$ cat src/rtl/ultrasonido_ctrl.sv
// HC-SR04 measurement sequencer: trigger, echo timing and cm conversion,
// with timeouts for missing or over-long echoes and a re-trigger hold-off.
module ultrasonido_ctrl #(
  parameter int TRIG_CYCLES      = 500,
  parameter int ECHO_WAIT_CYCLES = 1_500_000,
  parameter int ECHO_MAX_CYCLES  = 1_250_000,
  parameter int CYCLES_PER_CM    = 2900,
  parameter int HOLDOFF_CYCLES   = 3_000_000,
  parameter int DIST_W           = 9
) (
  input  logic              clk,
  input  logic              rst,
  input  logic              enable,
  input  logic              echo,
  output logic              trig,
  output logic [DIST_W-1:0] distance,
  output logic              data_valid,
  output logic              timeout,
  output logic              busy
);

  localparam int M1 = (TRIG_CYCLES > ECHO_WAIT_CYCLES) ?
                      TRIG_CYCLES : ECHO_WAIT_CYCLES;
  localparam int M2 = (ECHO_MAX_CYCLES > HOLDOFF_CYCLES) ?
                      ECHO_MAX_CYCLES : HOLDOFF_CYCLES;
  localparam int CNT_MAX = (M1 > M2) ? M1 : M2;
  localparam int CNT_W = $clog2(CNT_MAX + 1);
  localparam int SUB_W = $clog2(CYCLES_PER_CM + 1);

  localparam logic [CNT_W-1:0] TRIG_LAST = CNT_W'(TRIG_CYCLES - 1);
  localparam logic [CNT_W-1:0] WAIT_LAST = CNT_W'(ECHO_WAIT_CYCLES - 1);
  localparam logic [CNT_W-1:0] MAX_LAST  = CNT_W'(ECHO_MAX_CYCLES - 1);
  localparam logic [CNT_W-1:0] HOLD_LAST = CNT_W'(HOLDOFF_CYCLES - 1);
  localparam logic [SUB_W-1:0] SUB_LAST  = SUB_W'(CYCLES_PER_CM - 1);
  localparam logic [DIST_W-1:0] CM_SAT   = '1;

  typedef enum logic [2:0] {
    IDLE,
    TRIG,
    WAIT_ECHO,
    MEASURE,
    HOLDOFF
  } state_e;

  state_e            state_q, state_d;
  logic [CNT_W-1:0]  cnt_q, cnt_d;
  logic [SUB_W-1:0]  sub_q, sub_d;
  logic [DIST_W-1:0] cm_q, cm_d;
  logic [DIST_W-1:0] dist_q, dist_d;
  logic              sync1_q, echo_s_q, echo_p_q;
  logic              trig_q, trig_d;
  logic              dv_q, dv_d;
  logic              to_q, to_d;
  logic              echo_rise;

  assign echo_rise = echo_s_q & ~echo_p_q;

  always_ff @(posedge clk or posedge rst) begin
    if (rst) begin
      state_q  <= IDLE;
      cnt_q    <= '0;
      sub_q    <= '0;
      cm_q     <= '0;
      dist_q   <= '0;
      sync1_q  <= 1'b0;
      echo_s_q <= 1'b0;
      echo_p_q <= 1'b0;
      trig_q   <= 1'b0;
      dv_q     <= 1'b0;
      to_q     <= 1'b0;
    end else begin
      state_q  <= state_d;
      cnt_q    <= cnt_d;
      sub_q    <= sub_d;
      cm_q     <= cm_d;
      dist_q   <= dist_d;
      sync1_q  <= echo;
      echo_s_q <= sync1_q;
      echo_p_q <= echo_s_q;
      trig_q   <= trig_d;
      dv_q     <= dv_d;
      to_q     <= to_d;
    end
  end

  always_comb begin
    state_d = state_q;
    cnt_d   = cnt_q;
    sub_d   = sub_q;
    cm_d    = cm_q;
    unique case (state_q)
      IDLE: begin
        if (enable) begin
          state_d = TRIG;
          cnt_d   = '0;
        end
      end
      TRIG: begin
        if (cnt_q == TRIG_LAST) begin
          state_d = WAIT_ECHO;
          cnt_d   = '0;
        end else begin
          cnt_d = cnt_q + CNT_W'(1);
        end
      end
      WAIT_ECHO: begin
        // The rising cycle itself is the first counted echo-high cycle.
        if (echo_rise) begin
          state_d = MEASURE;
          cnt_d   = CNT_W'(1);
          sub_d   = SUB_W'(1);
          cm_d    = '0;
        end else if (cnt_q == WAIT_LAST) begin
          state_d = HOLDOFF;
          cnt_d   = '0;
        end else begin
          cnt_d = cnt_q + CNT_W'(1);
        end
      end
      MEASURE: begin
        if (!echo_s_q || cnt_q == MAX_LAST) begin
          state_d = HOLDOFF;
          cnt_d   = '0;
        end else begin
          cnt_d = cnt_q + CNT_W'(1);
          if (sub_q == SUB_LAST) begin
            sub_d = '0;
            if (cm_q != CM_SAT) cm_d = cm_q + DIST_W'(1);
          end else begin
            sub_d = sub_q + SUB_W'(1);
          end
        end
      end
      HOLDOFF: begin
        if (cnt_q == HOLD_LAST) begin
          state_d = IDLE;
          cnt_d   = '0;
        end else begin
          cnt_d = cnt_q + CNT_W'(1);
        end
      end
      default: state_d = IDLE;
    endcase
  end

  always_comb begin
    trig_d = (state_d == TRIG);
    dv_d   = (state_q == MEASURE) && !echo_s_q;
    to_d   = ((state_q == WAIT_ECHO) && !echo_rise &&
              (cnt_q == WAIT_LAST)) ||
             ((state_q == MEASURE) && echo_s_q &&
              (cnt_q == MAX_LAST));
    dist_d = dv_d ? cm_q : dist_q;
  end

  assign trig       = trig_q;
  assign distance   = dist_q;
  assign data_valid = dv_q;
  assign timeout    = to_q;
  assign busy       = (state_q != IDLE);

endmodule

$ cat config.mk
export PLATFORM = sky130hd
export DESIGN_NAME = ultrasonido_ctrl
export DESIGN_NICKNAME = d
export VERILOG_FILES = /design/src/rtl/ultrasonido_ctrl.sv
export SDC_FILE = /design/constraint.sdc
export NUM_CORES = 1
export LEC_CHECK = 0
export BUFFER_PORTS_ARGS = -buffer_cell sky130_fd_sc_hd__buf_2
export CAP_MARGIN = 20
export CORE_AREA = 4 4 82 84
export DETAILED_ROUTE_END_ITERATION = 12
export DIE_AREA = 0 0 86 88
export PLACE_DENSITY = 0.76
export SYNTH_ARGS = -nofsm -noshare
export SYNTH_HDL_FRONTEND = slang
export SYNTH_SLANG_ARGS = --single-unit
$ cat constraint.sdc
create_clock -name clk -period 3 [get_ports clk]
set_input_delay 0.15 -clock clk [delete_from_list [all_inputs] [get_ports clk]]
set_output_delay 0.15 -clock clk [all_outputs]
set_load 0.1 [all_outputs]
## Yosys cells after proc, flatten, opt, wreduce, memory -nomap -nowiden

Index checks and enable logic that the tools add are counted.

- Add/subtract/negate cells: 3
- Eq/ne operators: 16
- Mux-type cells: 23
- Bitwise operators: 2
- Reduce and logical (&&, ||, !) cells: 16

Operators by type and width:

| kind | count |
|---|---|
| 22-bit 2-to-1 mux | 6 |
| 22-bit one-hot mux with 5 select lines | 1 |
| 22-bit by 21-bit == test with 1-bit output, second input constant | 2 |
| 12-bit 2-to-1 mux | 3 |
| 9-bit 2-to-1 mux | 4 |
| 12-bit one-hot mux with 2 select lines | 1 |
| 22-bit by 1-bit adder with 22-bit output, second input constant | 1 |
| 22-bit == test, second input constant | 1 |
| 22-bit by 9-bit == test with 1-bit output, second input constant | 1 |
| 3-bit 2-to-1 mux | 6 |
| 9-bit one-hot mux with 2 select lines | 1 |
| 3-bit one-hot mux with 5 select lines | 1 |
| 12-bit by 1-bit adder with 12-bit output, second input constant | 1 |
| 12-bit == test, second input constant | 1 |
| 2-bit != test, second input constant | 5 |
| 9-bit by 1-bit adder with 9-bit output, second input constant | 1 |
| 9-bit != test, second input constant | 1 |
| 3-bit by 1-bit == test with 1-bit output, second input constant | 2 |
| 3-bit by 2-bit == test with 1-bit output, second input constant | 2 |
| 1-bit logical AND | 5 |
| 5-bit AND reduction | 1 |
| 5-bit nonzero test | 1 |
| 3-bit == test, second input constant | 1 |
| 3-bit zero test | 1 |
| other kinds (8) | 10 |

- Register bits after elaboration: 61
- Output and inout bits: 13

## Depth between registers and ports, before layout

- Word-level depth: 6
- Mapped depth: 10

## Worst setup path after synthesis

No wires, ideal clock.

- Kind: reg-to-reg
- Start point: register cnt_q[18]
- End point: register cnt_q[10]
- Arrival time: 2.297 ns
- Data required time: 2.881 ns
- Path slack: 0.585 ns
- Stages on the path, launching flop included: 9
- Cell sequence: dfrtp_1 buf_6 or4_4 nor4_4 a21oi_2 or4_4 o21ai_4 buf_6 nor2_1

- Word-level cells in the longest chain between the ends: 4
- Elaborated cells on any way between the ends: 11
- Classes of those cells: 4 x eq/ne; 6 x mux; 1 x reduce/logical

Ends and longest elaborated chain:

| element | RTL line | text |
|---|---|---|
| from (decl) | 46 | `logic [CNT_W-1:0] cnt_q, cnt_d;` |
| from (signal assigned) | 73 | `cnt_q <= cnt_d;` |
| 22-bit by 21-bit == test with 1-bit output, on equally long branches | 113, 121 |  |
| 22-bit 2-to-1 mux or 1-bit logical OR (tied branches) | 113, 121 |  |
| 22-bit 2-to-1 mux, on equally long branches | 108, 121 |  |
| 22-bit one-hot mux with 5 select lines (*) | 91 | `unique case (state_q)` |

Every way passes the cells marked *; elsewhere a longest branch is shown, timed or not.
A chain may end at the register's enable or synchronous reset.

## Worst setup path in the final report

- Start point: register cnt_q[18]
- End point: register cm_q[2]

- Word-level cells in the longest chain between the ends: 4

Ends and longest elaborated chain:

| element | RTL line | text |
|---|---|---|
| 22-bit by 21-bit == test with 1-bit output | 121 | `if (!echo_s_q \|\| cnt_q == MAX_LAST) begin` |
| 1-bit logical OR | 121 |  |
| 2-bit != test (no source line) | -- |  |
| 5-bit AND reduction (no source line) | -- |  |
| to (signal assigned) | 75 | `cm_q <= cm_d;` |
| to (decl) | 48 | `logic [DIST_W-1:0] cm_q, cm_d;` |

No other way between the ends.

==> run_summary.xml <==
<?xml version="1.0" encoding="UTF-8"?>
<metrics>
  <group name="synth">
    <metric name="synth_seq_area_share" unit="%">48.0</metric>
    <metric name="syn_inst" unit="">332</metric>
    <metric name="ys_dominant_reg_cell" unit="">sky130_fd_sc_hd__dfrtp_1</metric>
    <metric name="synthesis.yosys.warnings" unit="">0</metric>
    <metric name="postSynthNetCount" unit="">340</metric>
    <metric name="synth.avg_cell_area" unit="um^2">9.58</metric>
    <metric name="yosys_register_bits" unit="">61</metric>
    <metric name="post_synth_num_cell_types" unit="">49</metric>
    <metric name="syn-cell-area" unit="mm^2">0.00318</metric>
    <metric name="share_of_flip_flops_with_an_asynchronous_set_or_reset" unit="%">100</metric>
    <metric name="synth-edff-count" unit="">0</metric>
  </group>
  <group name="drt">
    <metric name="total_number_of_vias" unit="">2436</metric>
    <metric name="routed_wirelength_normalized_by_instance_count" unit="um">14.9</metric>
    <metric name="drt_first_pass_iters" unit="">4</metric>
    <metric name="via_per_inst" unit="">5.56</metric>
    <metric name="dr.first_iter.drc_count" unit="">204</metric>
    <metric name="remaining_drc_errors" unit="">0</metric>
    <metric name="detail_route.wirelength" unit="um">6510</metric>
    <metric name="drt.antenna.violating_nets" unit="">0</metric>
  </group>
  <group name="clock_network">
    <metric name="path_clk_slew" unit="ps">70</metric>
    <metric name="tritoncts_clock_tree" unit="">done</metric>
    <metric name="clk_latency" unit="ps">330</metric>
    <metric name="cts_post_setup_buffers_inserted" unit="">0</metric>
    <metric name="numClockSinks" unit="">61</metric>
    <metric name="ctsRootBufferMaster" unit="">sky130_fd_sc_hd__clkbuf_8</metric>
    <metric name="cts_max_path_buffers" unit="">2</metric>
    <metric name="cts_htree_levels" unit="">3</metric>
    <metric name="cts_buffers" unit="">9</metric>
  </group>
  <group name="setup_path">
    <metric name="timing.setup.critical_path_class" unit="">flop to flop</metric>
    <metric name="critical_path_required" unit="ps">3200</metric>
    <metric name="cp-startpoint" unit="">cnt_q[18]</metric>
    <metric name="endpoint_kind" unit="">flop</metric>
    <metric name="worst_ep_arrival_time" unit="ps">2920</metric>
    <metric name="ff2ff_setup_slack" unit="ps">270</metric>
    <metric name="reg_to_reg_critical_path_startpoint" unit="">cnt_q[18]</metric>
    <metric name="timing.rr.end" unit="">cm_q[2]</metric>
    <metric name="critical_path_peak_fanout" unit="">8</metric>
    <metric name="worst_setup_path_start_kind" unit="">flop</metric>
    <metric name="timing.reg2reg.worst_path_depth" unit="">6</metric>
  </group>
  <group name="hold_path">
    <metric name="min_path_type" unit="">primary input to flop</metric>
    <metric name="min_delay_path_depth" unit="">3</metric>
    <metric name="terminating_pin_of_the_worst_hold_path" unit="">state_q[0]</metric>
    <metric name="startpoint_of_the_lowest_slack_hold_path" unit="">enable</metric>
  </group>
  <group name="floorplanning">
    <metric name="die_area" unit="mm^2">0.00757</metric>
    <metric name="pin_count" unit="">17</metric>
    <metric name="die_height" unit="um">88</metric>
    <metric name="floorplan.rows" unit="">28</metric>
    <metric name="core_area" unit="mm^2">0.00592</metric>
    <metric name="die_x" unit="um">86</metric>
    <metric name="initial_utilization" unit="%">53.7</metric>
  </group>
  <group name="timing">
    <metric name="period_share" unit="%">90.8</metric>
    <metric name="max_freq" unit="MHz">367</metric>
    <metric name="hold_slack" unit="ps">151</metric>
    <metric name="hold_violations" unit="">0</metric>
    <metric name="finalMaxSlewViolations" unit="">0</metric>
    <metric name="final_period_minus_worst_setup_slack" unit="ps">2730</metric>
    <metric name="worst_slew_margin_rel" unit="%">56.1</metric>
    <metric name="grt_setup_unrepaired" unit="">no</metric>
    <metric name="fin_setup_tns" unit="ps">0</metric>
    <metric name="timing.clock.skew" unit="ps">7.76</metric>
    <metric name="timing.final.setup_violations" unit="">0</metric>
    <metric name="worstMarginPinSlew" unit="ps">654</metric>
  </group>
  <group name="grt">
    <metric name="grt_first_pass_wirelength" unit="um">11400</metric>
    <metric name="grt_max_degree" unit="">44</metric>
    <metric name="via_count_of_the_first_global_routing_pass" unit="">2423</metric>
    <metric name="globalRoute.totalOverflow" unit="">0</metric>
    <metric name="groute.usage.overall" unit="%">19.2</metric>
    <metric name="grt_antenna_before_repair" unit="">0</metric>
  </group>
  <group name="cells_and_area">
    <metric name="finish.net_count" unit="">366</metric>
    <metric name="antennaDiodeCount" unit="">0</metric>
    <metric name="syn2layout_area_growth" unit="%">12.3</metric>
    <metric name="nFillCells" unit="">521</metric>
    <metric name="layout-drive-gt1-share" unit="%">15.2</metric>
  </group>
  <group name="run">
    <metric name="cap_violations" unit="">0</metric>
  </group>
  <group name="pwr">
    <metric name="power_frac_comb" unit="%">1.3</metric>
    <metric name="power_leakage" unit="nW">1.63</metric>
    <metric name="vdd.ir_drop.worst" unit="mV">0.366</metric>
    <metric name="power.clock.fraction" unit="%">47.7</metric>
    <metric name="internal_power" unit="W">0.00129</metric>
    <metric name="power.total" unit="W">0.00162</metric>
    <metric name="power_frac_seq" unit="%">51.0</metric>
    <metric name="power.switching_fraction" unit="%">20.2</metric>
    <metric name="power-per-cell-area" unit="mW/mm^2">453</metric>
    <metric name="switching_power" unit="W">0.000327</metric>
  </group>
  <group name="placed_design">
    <metric name="hpwl" unit="um">4550</metric>
    <metric name="gp_congestion" unit="">0.885</metric>
    <metric name="portBuffers" unit="">16</metric>
  </group>
  <group name="status">
    <metric name="run_status" unit="">finished, final reports clean</metric>
  </group>
</metrics>
-- area by class of cell --
class	count	area (um^2)	share of cell area, %
clock inverters	5	75.1	2.10
clock buffers	11	131	3.68
flip-flops and latches	61	1530	42.7
inverters	6	22.5	0.630
well taps	75	93.8	2.63
repair buffers	24	145	4.06
multi-input cells	256	1580	44.2
-- cells in the mapped netlist, types with 4 or more instances --
| cell type | number | area [um^2] |
|---|---|---|
| sky130_fd_sc_hd__a21oi_1 | 7 | 35.0 |
| sky130_fd_sc_hd__and3_1 | 6 | 37.5 |
| sky130_fd_sc_hd__clkbuf_1 | 4 | 15.0 |
| sky130_fd_sc_hd__dfrtp_1 | 61 | 1530 |
| sky130_fd_sc_hd__ha_1 | 4 | 50.1 |
| sky130_fd_sc_hd__inv_1 | 6 | 22.5 |
| sky130_fd_sc_hd__mux2_2 | 9 | 101 |
| sky130_fd_sc_hd__nand2_1 | 33 | 124 |
| sky130_fd_sc_hd__nand2b_1 | 4 | 25.0 |
| sky130_fd_sc_hd__nand3_1 | 25 | 125 |
| sky130_fd_sc_hd__nand4_1 | 8 | 50.1 |
| sky130_fd_sc_hd__nand4b_1 | 4 | 35.0 |
| sky130_fd_sc_hd__nor2_1 | 60 | 225 |
| sky130_fd_sc_hd__nor3_1 | 12 | 60.1 |
| sky130_fd_sc_hd__nor4_1 | 4 | 25.0 |
| sky130_fd_sc_hd__o21ai_0 | 5 | 25.0 |
| sky130_fd_sc_hd__xnor2_1 | 22 | 193 |
| sky130_fd_sc_hd__xor2_1 | 12 | 105 |
-- kinds of logic after synthesis --
family | Yosys count | synth area share [%]
buffers and inverters | 15 | 2.44
AND/OR/NAND/NOR | 183 | 29.4
adder cells (fa/ha/maj) | 4 | 1.57
AO/OA/AOI/OAI | 26 | 6.06
XOR/XNOR | 34 | 9.36
multiplexers | 9 | 3.19
flip-flops | 61 | 48.0
-- placed cells by master (no fill, tap or decap), types with 5 or more instances in the layout --
cell type                   n
sky130_fd_sc_hd__a21oi_1    7
sky130_fd_sc_hd__xnor2_1   22
sky130_fd_sc_hd__nand3_1   25
sky130_fd_sc_hd__buf_2     16
sky130_fd_sc_hd__nor3_1    12
sky130_fd_sc_hd__dfrtp_1   61
sky130_fd_sc_hd__xor2_1    12
sky130_fd_sc_hd__clkbuf_8   9
sky130_fd_sc_hd__nand4_1    8
sky130_fd_sc_hd__buf_4      6
sky130_fd_sc_hd__nand2_1   33
sky130_fd_sc_hd__mux2_2     9
sky130_fd_sc_hd__and3_1     6
sky130_fd_sc_hd__nor2_1    60
sky130_fd_sc_hd__o21ai_0    5
sky130_fd_sc_hd__inv_1      5
-- stage by stage --
stage               instances  cell area [um^2]  worst slack (ps)  utilization (%)
floorplan                 332              3180               585                -
global placement          420              3350               384             56.5
detailed placement        420              3350               334             56.5
CTS                       438              3570               304             60.3
global route              438              3570               123             60.3
finish                    438              3570               275             60.3
-- how the worst max path moves through the flow --
| stage | to | cells past startpoint |
|---|---|---|
| 4_1_cts | cm_q[2] | 6 |
| 6_report | cm_q[2] | 6 |
| 3_3_place_gp | cm_q[1] | 7 |
| 5_1_grt | cm_q[2] | 6 |
| 3_5_place_dp | cm_q[2] | 6 |
| 2_1_floorplan | cnt_q[10] | 8 |
-- worst max-delay path, cell delays in order, from the launching register on --
cell                       delay (ps)
sky130_fd_sc_hd__dfrtp_1          490
sky130_fd_sc_hd__or4_4            550
sky130_fd_sc_hd__or4_1            570
sky130_fd_sc_hd__o211ai_1         500
sky130_fd_sc_hd__a21boi_0         220
sky130_fd_sc_hd__xnor2_1          200
sky130_fd_sc_hd__nor2_1            50
-- layer usage --
metal,wire length [um],vias up,global-route usage [%]
li1,-,1207,-
met1,2980,1178,24.8
met2,3240,44,31.8
met3,209,7,5.08
met4,77,0,5.90
met5,0,-,0
-- sequential cells by signal (all words and copies together), names as in the netlist --
signal      flops
cnt_q          22
sub_q          12
cm_q            9
distance        9
state_q         3
data_valid      1
echo_p_q        1
echo_s_q        1
sync1_q         1
timeout         1
trig            1
-- power groups by stage --
stage | Sequential [W] | Combinational, W | Clock [W]
CTS | 0.000826 | 0.0000226 | 0.000789
finish | 0.000826 | 0.0000213 | 0.000772
global placement | 0.000842 | 0.0000197 | 0
global route | 0.000826 | 0.0000252 | 0.000827
detailed placement | 0.000842 | 0.0000205 | 0
floorplan | 0.000841 | 0.0000125 | 0
-- repair_timing --
| item | in CTS | in global routing |
|---|---|---|
| resized for setup | 0 | 0 |
| endpoints found under the setup margin | 0 | 0 |
| hold buffers | 2 | 0 |
| endpoints found under the hold margin | 19 | 0 |
(Power assumes the default switching activity.)
